## src/rtl/load_unit_pkg.sv

```systemverilog
// Shared load-unit definitions: funct3 load encodings, FSM state type, legality helper.
// Latency: none (package only).
// Backpressure: n/a.
package load_unit_pkg;

  localparam logic [2:0] F3_LB  = 3'b000;
  localparam logic [2:0] F3_LH  = 3'b001;
  localparam logic [2:0] F3_LW  = 3'b010;
  localparam logic [2:0] F3_LD  = 3'b011;
  localparam logic [2:0] F3_LBU = 3'b100;
  localparam logic [2:0] F3_LHU = 3'b101;
  localparam logic [2:0] F3_LWU = 3'b110;

  typedef enum logic [2:0] {
    IDLE   = 3'd0,
    ADDR   = 3'd1,
    REQ_LO = 3'd2,
    REQ_HI = 3'd3,
    DONE   = 3'd4,
    FAULT  = 3'd5
  } load_state_e;

  // LD/LWU only exist on a 64-bit datapath; 3'b111 is never a load.
  function automatic logic funct3_legal(input logic [2:0] f3, input int xlen);
    logic ok;
    case (f3)
      F3_LB, F3_LH, F3_LW, F3_LBU, F3_LHU: ok = 1'b1;
      F3_LD, F3_LWU:                       ok = (xlen == 64);
      default:                             ok = 1'b0;
    endcase
    return ok;
  endfunction

endpackage

```

## src/rtl/load_unit_if.sv

```systemverilog
// Memory read port of the load unit: request/address out, ack/data back.
// Latency: memory may ack in the same cycle as mem_req or any number of cycles later.
// Backpressure: requester holds mem_req and mem_addr until mem_ack.
interface load_unit_if #(
  parameter int XLEN = 32
);
  logic            mem_req;
  logic [XLEN-1:0] mem_addr;
  logic            mem_ack;
  logic [XLEN-1:0] mem_rdata;

  modport master (output mem_req, output mem_addr, input mem_ack, input mem_rdata);
  modport slave  (input mem_req, input mem_addr, output mem_ack, output mem_rdata);
endinterface

```

## src/rtl/load_unit_extend.sv

```systemverilog
// Lane selection and sign/zero extension of a load from a two-word window.
// Latency: combinational.
// Backpressure: none.
module load_extend
  import load_unit_pkg::*;
#(
  parameter int XLEN = 32
) (
  input  logic [XLEN-1:0]              lo,
  input  logic [XLEN-1:0]              hi,
  input  logic [$clog2(XLEN/8)-1:0]    byte_off,
  input  logic [2:0]                   funct3,
  output logic [XLEN-1:0]              result
);

  logic [2*XLEN-1:0] pair;
  logic [2*XLEN-1:0] shifted;

  // Little-endian: the addressed byte is moved to lane 0, upper lanes come from the next word.
  always_comb begin
    pair    = {hi, lo};
    shifted = pair >> {byte_off, 3'b000};
    result  = '0;
    case (funct3[1:0])
      2'b00:   result = funct3[2] ? XLEN'(shifted[7:0])  : XLEN'($signed(shifted[7:0]));
      2'b01:   result = funct3[2] ? XLEN'(shifted[15:0]) : XLEN'($signed(shifted[15:0]));
      2'b10:   result = funct3[2] ? XLEN'(shifted[31:0]) : XLEN'($signed(shifted[31:0]));
      default: result = shifted[XLEN-1:0];
    endcase
  end

endmodule

```

## src/rtl/load_unit.sv

```systemverilog
// Load unit: computes ea, fetches one or two aligned words, returns the extended lane.
// Latency: done 3 cycles after the start edge for one word at zero wait, 4 when split.
// Backpressure: mem_req/mem_addr held until mem_ack; ACK_TIMEOUT cycles without ack faults.
// Option MISALIGNED_LOAD_TRAP_EN: misaligned loads fault in ADDR instead of being split.
module load_unit
  import load_unit_pkg::*;
#(
  parameter int XLEN        = 32,
  parameter int ACK_TIMEOUT = 16
) (
  input  logic            clk,
  input  logic            reset,
  input  logic            start,
  input  logic [2:0]      funct3,
  input  logic [XLEN-1:0] base,
  input  logic [XLEN-1:0] offset,
  output logic            busy,
  output logic            done,
  output logic [XLEN-1:0] rdata,
  output logic            fault,
  load_unit_if.master     mem
);

  localparam int WB   = XLEN / 8;
  localparam int OFFW = $clog2(WB);
  localparam int TW   = $clog2(ACK_TIMEOUT + 1);
  localparam logic [TW-1:0] WAIT_LAST = TW'(ACK_TIMEOUT - 1);

  load_state_e     state;
  logic [2:0]      f3_q;
  logic [XLEN-1:0] ea_q;
  logic [XLEN-1:0] lo_q;
  logic [XLEN-1:0] hi_q;
  logic [TW-1:0]   wait_q;

  logic [3:0]      off4;
  logic [3:0]      size;
  logic            trap;
  logic            split;
  logic [XLEN-1:0] ext;

  assign off4 = 4'(ea_q[OFFW-1:0]);
  assign size = 4'd1 << f3_q[1:0];

`ifdef MISALIGNED_LOAD_TRAP_EN
  assign trap  = |(off4 & (size - 4'd1));
  assign split = 1'b0;
`else
  assign trap  = 1'b0;
  assign split = ({1'b0, off4} + {1'b0, size}) > 5'(WB);
`endif

  load_extend #(.XLEN(XLEN)) u_extend (
    .lo       (lo_q),
    .hi       (hi_q),
    .byte_off (ea_q[OFFW-1:0]),
    .funct3   (f3_q),
    .result   (ext)
  );

  // Load sequencer: all outputs registered; done/fault are single-cycle pulses.
  always_ff @(posedge clk or posedge reset) begin
    if (reset) begin
      state        <= IDLE;
      f3_q         <= '0;
      ea_q         <= '0;
      lo_q         <= '0;
      hi_q         <= '0;
      wait_q       <= '0;
      busy         <= 1'b0;
      done         <= 1'b0;
      fault        <= 1'b0;
      rdata        <= '0;
      mem.mem_req  <= 1'b0;
      mem.mem_addr <= '0;
    end else begin
      done  <= 1'b0;
      fault <= 1'b0;
      case (state)
        IDLE: begin
          if (start) begin
            f3_q  <= funct3;
            ea_q  <= base + offset;
            busy  <= 1'b1;
            state <= ADDR;
          end
        end
        ADDR: begin
          if (!funct3_legal(f3_q, XLEN) || trap) begin
            state <= FAULT;
          end else begin
            mem.mem_req  <= 1'b1;
            mem.mem_addr <= {ea_q[XLEN-1:OFFW], {OFFW{1'b0}}};
            wait_q       <= '0;
            state        <= REQ_LO;
          end
        end
        REQ_LO: begin
          if (mem.mem_ack) begin
            lo_q <= mem.mem_rdata;
            if (split) begin
              // Second beat; the address wraps to 0 past the top of memory.
              mem.mem_addr <= mem.mem_addr + XLEN'(WB);
              wait_q       <= '0;
              state        <= REQ_HI;
            end else begin
              mem.mem_req <= 1'b0;
              state       <= DONE;
            end
          end else if (wait_q == WAIT_LAST) begin
            mem.mem_req <= 1'b0;
            state       <= FAULT;
          end else begin
            wait_q <= wait_q + 1'b1;
          end
        end
        REQ_HI: begin
          if (mem.mem_ack) begin
            hi_q        <= mem.mem_rdata;
            mem.mem_req <= 1'b0;
            state       <= DONE;
          end else if (wait_q == WAIT_LAST) begin
            mem.mem_req <= 1'b0;
            state       <= FAULT;
          end else begin
            wait_q <= wait_q + 1'b1;
          end
        end
        DONE: begin
          rdata <= ext;
          done  <= 1'b1;
          busy  <= 1'b0;
          state <= IDLE;
        end
        FAULT: begin
          fault <= 1'b1;
          busy  <= 1'b0;
          state <= IDLE;
        end
        default: begin
          busy        <= 1'b0;
          mem.mem_req <= 1'b0;
          state       <= IDLE;
        end
      endcase
    end
  end

endmodule

```

## src/flat_wrapper.sv

```systemverilog
// flat-port wrapper written by rule: the top's interface ports become plain ports
module load_unit_flat import load_unit_pkg::*;
#(
  parameter int XLEN        = 32,
  parameter int ACK_TIMEOUT = 16
)
  (clk, reset, start, funct3, base, offset, busy, done, rdata, fault, mem_mem_req, mem_mem_addr, mem_mem_ack, mem_mem_rdata);
  load_unit_if #(.XLEN(XLEN)) mem_i ();
  input  logic clk;
  input  logic reset;
  input  logic start;
  input  logic [2:0] funct3;
  input  logic [XLEN-1:0] base;
  input  logic [XLEN-1:0] offset;
  output logic busy;
  output logic done;
  output logic [XLEN-1:0] rdata;
  output logic fault;
  output wire logic [$bits(mem_i.mem_req)-1:0] mem_mem_req;
  output wire logic [$bits(mem_i.mem_addr)-1:0] mem_mem_addr;
  input wire logic [$bits(mem_i.mem_ack)-1:0] mem_mem_ack;
  input wire logic [$bits(mem_i.mem_rdata)-1:0] mem_mem_rdata;
  assign mem_mem_req = mem_i.mem_req;
  assign mem_mem_addr = mem_i.mem_addr;
  assign mem_i.mem_ack = mem_mem_ack;
  assign mem_i.mem_rdata = mem_mem_rdata;
  load_unit #(.XLEN(XLEN), .ACK_TIMEOUT(ACK_TIMEOUT)) u_core (.clk(clk), .reset(reset), .start(start), .funct3(funct3), .base(base), .offset(offset), .busy(busy), .done(done), .rdata(rdata), .fault(fault), .mem(mem_i));
endmodule
```

## config.mk

```make
export PLATFORM = sky130hd
export DESIGN_NAME = load_unit_flat
export DESIGN_NICKNAME = d
export VERILOG_FILES = /design/src/rtl/load_unit_pkg.sv /design/src/rtl/load_unit_if.sv /design/src/rtl/load_unit_extend.sv /design/src/rtl/load_unit.sv /design/src/flat_wrapper.sv
export SDC_FILE = /design/constraint.sdc
export NUM_CORES = 1
export LEC_CHECK = 0
export ABC_AREA = 1
export ABC_CLOCK_PERIOD_IN_PS = 9200
export CAP_MARGIN = 20
export CORE_MARGIN = 3
export CORE_UTILIZATION = 57
export CTS_CLUSTER_DIAMETER = 200
export DETAILED_ROUTE_END_ITERATION = 8
export HOLD_SLACK_MARGIN = 0.02
export PLACE_DENSITY = 0.92
export SLEW_MARGIN = 25
export SYNTH_ARGS = -nofsm -noshare
export SYNTH_HDL_FRONTEND = slang
export SYNTH_SLANG_ARGS = --single-unit
```

## constraint.sdc

```tcl
create_clock -name clk -period 9.2 [get_ports clk]
set_input_delay 2.3 -clock clk [delete_from_list [all_inputs] [get_ports clk]]
set_output_delay 2.3 -clock clk [all_outputs]
set_load 0.03 [all_outputs]
```

==> metrics.txt, run 1 <==
core box area=18300 sq um; H-tree depth=4; Routed Antenna Nets=0; Slew Viols, Final=0; worst min path class=flip-flop to flip-flop; CTS sink count=165; pin count of the biggest net entering global routing=84; Max stage delay on crit path=a little under 600 ps; vias in the first global route=10392; chip height=144 um; vias per cell=5.63; fin crit share=between 40 and 50%; met2 Track Usage GR=between 40% and 50%; initial core utilization=59.1%; CP max-delay cell=clkdlybuf4s50_1; post-route setup slack=5120 ps; cells after synthesis=1620; PortBufs=168; post-CTS setup buffers=0; Synth-to-Final Area Change=21.6%; GP Congestion=0.937; status=finished clean; CTS-repair resized insts=0; NumNets Final=around 1900; Worst Path Class, Setup=input pin to flip-flop; Pleak=6.65 nW; Max Root-Sink Buffers=2; CTS tree=built; n_diodes=0; count of cell types in the netlist=42; CP top delay family=simple AND/OR/NAND/NOR gates; GRT overflow=0; GR Util met1=43.6%; Seq cells post-synth=roughly 170; initial antenna violation count=0; WL/cell=15.8 um; Die Width=144 um; met3 usage=between 4 and 5%; Worst-Margin Slew=~900 ps; CTS Hold Buffers Added=0; clock latency on the worst-skew pair=roughly 430 ps; Peak supply drop=around 0.15 mV; P per Cell Area=around 310 nW/um^2; overall global routing resource usage=30.9%; sequential-to-total area share from yosys stat=38.2%; Worst setup SP type=input pin; Netlist Area Pre-Place=10800 sq um; RSZ-0062 raised after global routing=no; Max Cap Viol=0; CP cell instances=clkdlybuf4s50_1 > inv_1 > nor2_4 > nand3_1 > nand3_2 > nor2_1 > nand2_1 > nand2_1; Tot Pwr=4.11 mW; most frequent cells in the layout=nand2_1 (606), inv_1 (217), clkdlybuf4s50_1 (168); layout cells sized above 1=4.06%; gr busiest metal=met2; Post-DP HPWL=23.7 mm; DRC violations left=0; die area=20600 sq um; Routed WL=roughly 32 mm; DP Worst Slack=4560 ps; final setup vio count=0; crit path DAT=4390 ps; Worst Path Required=around 9500 ps; clk slew on worst S/H paths=70 ps; Layout Skew=7.18 ps; CP endpoint kind=flip-flop; yosys warns=0; first-pass GRT wire length=approximately 51 mm; Buffers & Inverters on Critical Path=2; most common library cell in the layout ignoring fill and taps=nand2_1; CP dominant cell by count=nand2_1; clock root buffer master=clkbuf_16; Avg Inst Size Synth=6.66 sq um; Max Fclk=245 MHz; row cnt=49; total CTS buffers=17; I/O pin count=171; First-pass DRT Iterations=9; Slew headroom=40.4%; Final min period=4080 ps; worst-path maximum fanout=26; Cells after DPL=1969; Setup TNS=0 ps; Final Hold Vio Count=0; final cell count without fillers=2002; DRT iter0 DRCs=~1500; vias=11262
[final timing paths]
kind | start | slack (ps) | depth (start not counted) | endpoint
max | mem_mem_ack | 5120 | 8 | u_core.mem.mem_addr[24]
min | u_core.hi_q[18] | 470 | 2 | u_core.hi_q[18]
max reg2reg | u_core.ea_q[1] | 6310 | 13 | u_core.mem.mem_addr[13]
min reg2reg | u_core.hi_q[18] | 470 | 2 | u_core.hi_q[18]
max in group asynchronous | reset | 5570 | 3 | u_core.ea_q[26]
min in group asynchronous | reset | 2390 | 2 | u_core.mem.mem_addr[22]
[per-stage QoR]
stage	utilization, %	hold WS, ps	cell area (sq um)
final	71.9	472	13100
after global routing	71.9	497	13100
after CTS	71.7	476	13100
after detailed placement	68.7	461	12600
after global placement	68.7	458	12600
after floorplan	-	442	10800
[metal layers]
metal	part of all wire (%)	vias up	wire, um
met2	46	630	14600
met3	8.7	88	2760
met4	3.3	0	1030
li1	-	5407	-
met5	0	-	0
met1	42	5137	13200
[power by group]
group          internal [mW]  switching [mW]  total [mW]
sequential              1.06           0.295        1.36
clock                  0.351           0.314       0.665
combinational          0.734            1.35        2.08
total                   2.15            1.96        4.11
[cell families (layout without fill, tap and decap cells)]
family | after synthesis | after routing | synth area share (%)
xor gates and xnor gates | 14 | 14 | 1.14
DFF | 165 | 165 | 38.2
AOI/OAI and AO/OA | 251 | 251 | 12.7
and+or+nand+nor | 876 | 876 | 33.5
other | 1 | 2 | 0.0347
adders and majority gates | 36 | 36 | 4.24
buffers and inverters | 277 | 429 | 10.2
[cells in the mapped netlist (all sizes together)]
cell type	number	area [sq um]
o22ai	1	6.26
a21boi	1	7.51
conb	1	3.75
a21oi	64	324
clkbuf	25	93.8
o211ai	22	165
nand4	5	31.3
ha	35	438
o21a	2	15.0
o31ai	2	15.0
xnor2	10	87.6
or2	17	106
nor4	1	6.26
xor2	4	35.0
nor3	19	106
dfrtp	165	4130
nand3	107	541
fa	1	20.0
o21bai	3	22.5
a31oi	18	113
nand2	608	2290
a21o	2	15.0
nand3b	11	82.6
o21ai	134	671
a211oi	1	7.51
nor2	108	447
inv	223	837
buf	29	170
o2111ai	1	8.76
[final cells by class]
| cell class | count | area, sq um |
|---|---|---|
| multi-input combinational | 1179 | 5580 |
| fill | 1429 | 5140 |
| sequential | 165 | 4130 |
| clock buffer | 17 | 425 |
| timing repair buffer | 174 | 1750 |
| tap | 229 | 287 |
| clock inverter | 15 | 120 |
| inverter | 223 | 842 |
[tightest hold or removal path, cell delays in order, from the launching register on]
cell and delay [ps]:
dfrtp_1 340, nand2_1 50, nand2_1 50
[flip-flops by register name, indices dropped and copies added (netlist names)]
name                 cells
u_core.busy              1
u_core.done              1
u_core.ea_q             32
u_core.f3_q              3
u_core.fault             1
u_core.hi_q             24
u_core.lo_q             32
u_core.mem.mem_addr     30
u_core.mem.mem_req       1
u_core.rdata            32
u_core.state             3
u_core.wait_q            5
No activity file was read; power rests on OpenSTA's default activity.
==> run 2: changes to the inputs <==
--- a/config.mk
+++ b/config.mk
@@ -6,14 +6,14 @@
 export NUM_CORES = 1
 export LEC_CHECK = 0
 export ABC_AREA = 1
-export ABC_CLOCK_PERIOD_IN_PS = 9200
+export ABC_CLOCK_PERIOD_IN_PS = 3300
 export CAP_MARGIN = 20
 export CORE_MARGIN = 3
-export CORE_UTILIZATION = 57
+export CORE_UTILIZATION = 50
 export CTS_CLUSTER_DIAMETER = 200
 export DETAILED_ROUTE_END_ITERATION = 8
 export HOLD_SLACK_MARGIN = 0.02
-export PLACE_DENSITY = 0.92
+export PLACE_DENSITY = 0.86
 export SLEW_MARGIN = 25
 export SYNTH_ARGS = -nofsm -noshare
 export SYNTH_HDL_FRONTEND = slang
==> constraint.sdc (replaced) <==
create_clock -name clk -period 3.3 [get_ports clk]
set_input_delay 0.825 -clock clk [delete_from_list [all_inputs] [get_ports clk]]
set_output_delay 0.825 -clock clk [all_outputs]
set_load 0.03 [all_outputs]
==> run 2 against run 1 <==
Combinational power rose to 2.8 times the previous value. Largest cell class unchanged. Critical path type unchanged. Routed wire length up 5.5%. Worst hold slack better by 7.3 ps. Die area up 13%.
==> metrics.txt, run 2 (synthesis gave the netlist of run 1 again) <==
status=finished clean; CTS-repair resized insts=0 (unchanged); Final Hold Vio Count=0 (unchanged); clock latency on the worst-skew pair=450 ps (+20 ps); Routed WL=33.3 mm (+5.5%); core box area=21100 sq um (+15%); First-pass DRT Iterations=6 (-3); Slew headroom=46.9% (+6.5 points); worst-path maximum fanout=4 (-85%); CTS tree=built; fin crit share=80.5%; flop-to-flop setup slack=750 ps (-5560 ps); clock root buffer master=clkbuf_16; chip height=153 um (+6.5%); Worst Path Required=3590 ps (-5920 ps); Setup TNS=0 ps (unchanged); Layout Skew=13.9 ps (+6.69 ps); initial antenna violation count=1 (+1); most common library cell in the layout ignoring fill and taps=nand2_1; worst min path class=flip-flop to flip-flop; n_diodes=0 (unchanged); Die Width=153 um (+6.5%); first-pass GRT wire length=53.3 mm (+4.3%); PortBufs=168 (unchanged); Worst Path Class, Setup=input pin to flip-flop; Max Cap Viol=0 (unchanged); most frequent cells in the layout=nand2_1 (606), inv_1 (219), clkdlybuf4s50_1 (168); top flop regs=u_core.ea_q (32), u_core.lo_q (32), u_core.rdata (32); CP endpoint kind=flip-flop; final setup vio count=0 (unchanged); row cnt=53 (+8.2%); DRT iter0 DRCs=817 (-46%); Pleak=6.71 nW (+0.91%); RSZ-0062 raised after global routing=no; Worst setup SP type=input pin; Peak supply drop=0.511 mV (+240%); GRT overflow=0 (unchanged); Final min period=2660 ps; vias per cell=5.45 (-3.2%); I/O pin count=171 (unchanged); GP Congestion=1.00 (+7.1%); Synth-to-Final Area Change=22.9%; initial core utilization=51.2% (-7.9 points); Fill cells=1930 (+35%); layout cells sized above 1=4.32% (+0.26 points); Post-DP HPWL=25.7 mm (+8.2%); DRC violations left=0 (unchanged); Routed Antenna Nets=0 (unchanged); vias=11195 (-0.59%); post-CTS setup buffers=0 (unchanged); H-tree depth=4 (unchanged); CTS sink count=165 (unchanged); clk slew on worst S/H paths=80 ps (about the same); WL/cell=16.2 um (+2.7%); overall global routing resource usage=28.1% (-2.8 points); P per Cell Area=862 nW/um^2 (+180%); crit path DAT=2950 ps (-1440 ps); NumNets Final=1907 (+0.42%); Hold WS=479 ps (+7.33 ps); die area=23400 sq um (+13%); total CTS buffers=17 (unchanged); pin count of the biggest net entering global routing=57 (-32%); CTS Hold Buffers Added=0 (unchanged); Worst-Margin Slew=796 ps (-97.9 ps); vias in the first global route=10759 (+3.5%); Slew Viols, Final=0 (unchanged); Max Fclk=376 MHz; Max Root-Sink Buffers=2 (unchanged)
==> run 2: cell count changes in the layout (fill, tap and decap cells not counted), sizes merged <==
cell      before  now
clkinvlp       5    2
clkbuf        17   19
inv          230  229
buf            6   14
clkinv         3    5
==> run 2: per-stage QoR <==
step,instance area [sq um],utilization [%],cells,worst slack [ps],power [mW]
4_1_cts,13300,62.9,2056,681,11.4
5_1_grt,13300,62.9,2056,476,12.2
3_3_place_gp,12700,60.3,2024,286,9.30
3_5_place_dp,12700,60.3,2024,241,9.47
2_1_floorplan,10800,-,1621,376,7.50
6_report,13300,62.9,2056,642,11.4
==> run 2: power breakdown <==
part,switching [mW],internal (mW)
logic,3.70,2.07
registers,0.803,2.96
clock network,0.901,1.01
==> run 2: worst max-delay path: stages <==
cell and delay [ps]:
clkdlybuf4s50_1 460, ha_1 300, inv_1 100, fa_1 400, inv_1 80, nand3_1 70, nand3_1 140, nand2_1 70
nand3_1 130, nand2_1 90, nand2_1 70, nand2_1 50, nand3_1 60, o21ai_0 90
==> run 2: final cells by class <==
class / instances / area [sq um] / share of cell area, %
timing repair buffer: 182 / 1820 / 13.7
sequential: 165 / 4130 / 31.1
inverter: 223 / 841 / 6.33
clock inverter: 13 / 115 / 0.867
tap: 275 / 344 / 2.59
multi-input combinational: 1179 / 5580 / 42.0
clock buffer: 19 / 443 / 3.34
==> run 2: routing by layer <==
layer	GRT usage (%)	wire length, um	vias to the layer above
met4	14.2	1710	2
met2	49.7	16600	511
met5	0	13	-
met1	33.1	12800	5158
li1	-	-	5412
met3	4.42	2200	112
==> run 2: path summary, 6_finish.rpt <==
check,from,to,cells after the start
setup / recovery,offset[0],u_core.ea_q[20],14
hold / removal,u_core.ea_q[23],u_core.ea_q[23],2
setup reg to reg,u_core.f3_q[1],u_core.mem.mem_addr[4],10
hold reg to reg,u_core.ea_q[23],u_core.ea_q[23],2
max in group asynchronous,reset,u_core.mem.mem_addr[9],3
min in group asynchronous,reset,u_core.lo_q[31],2
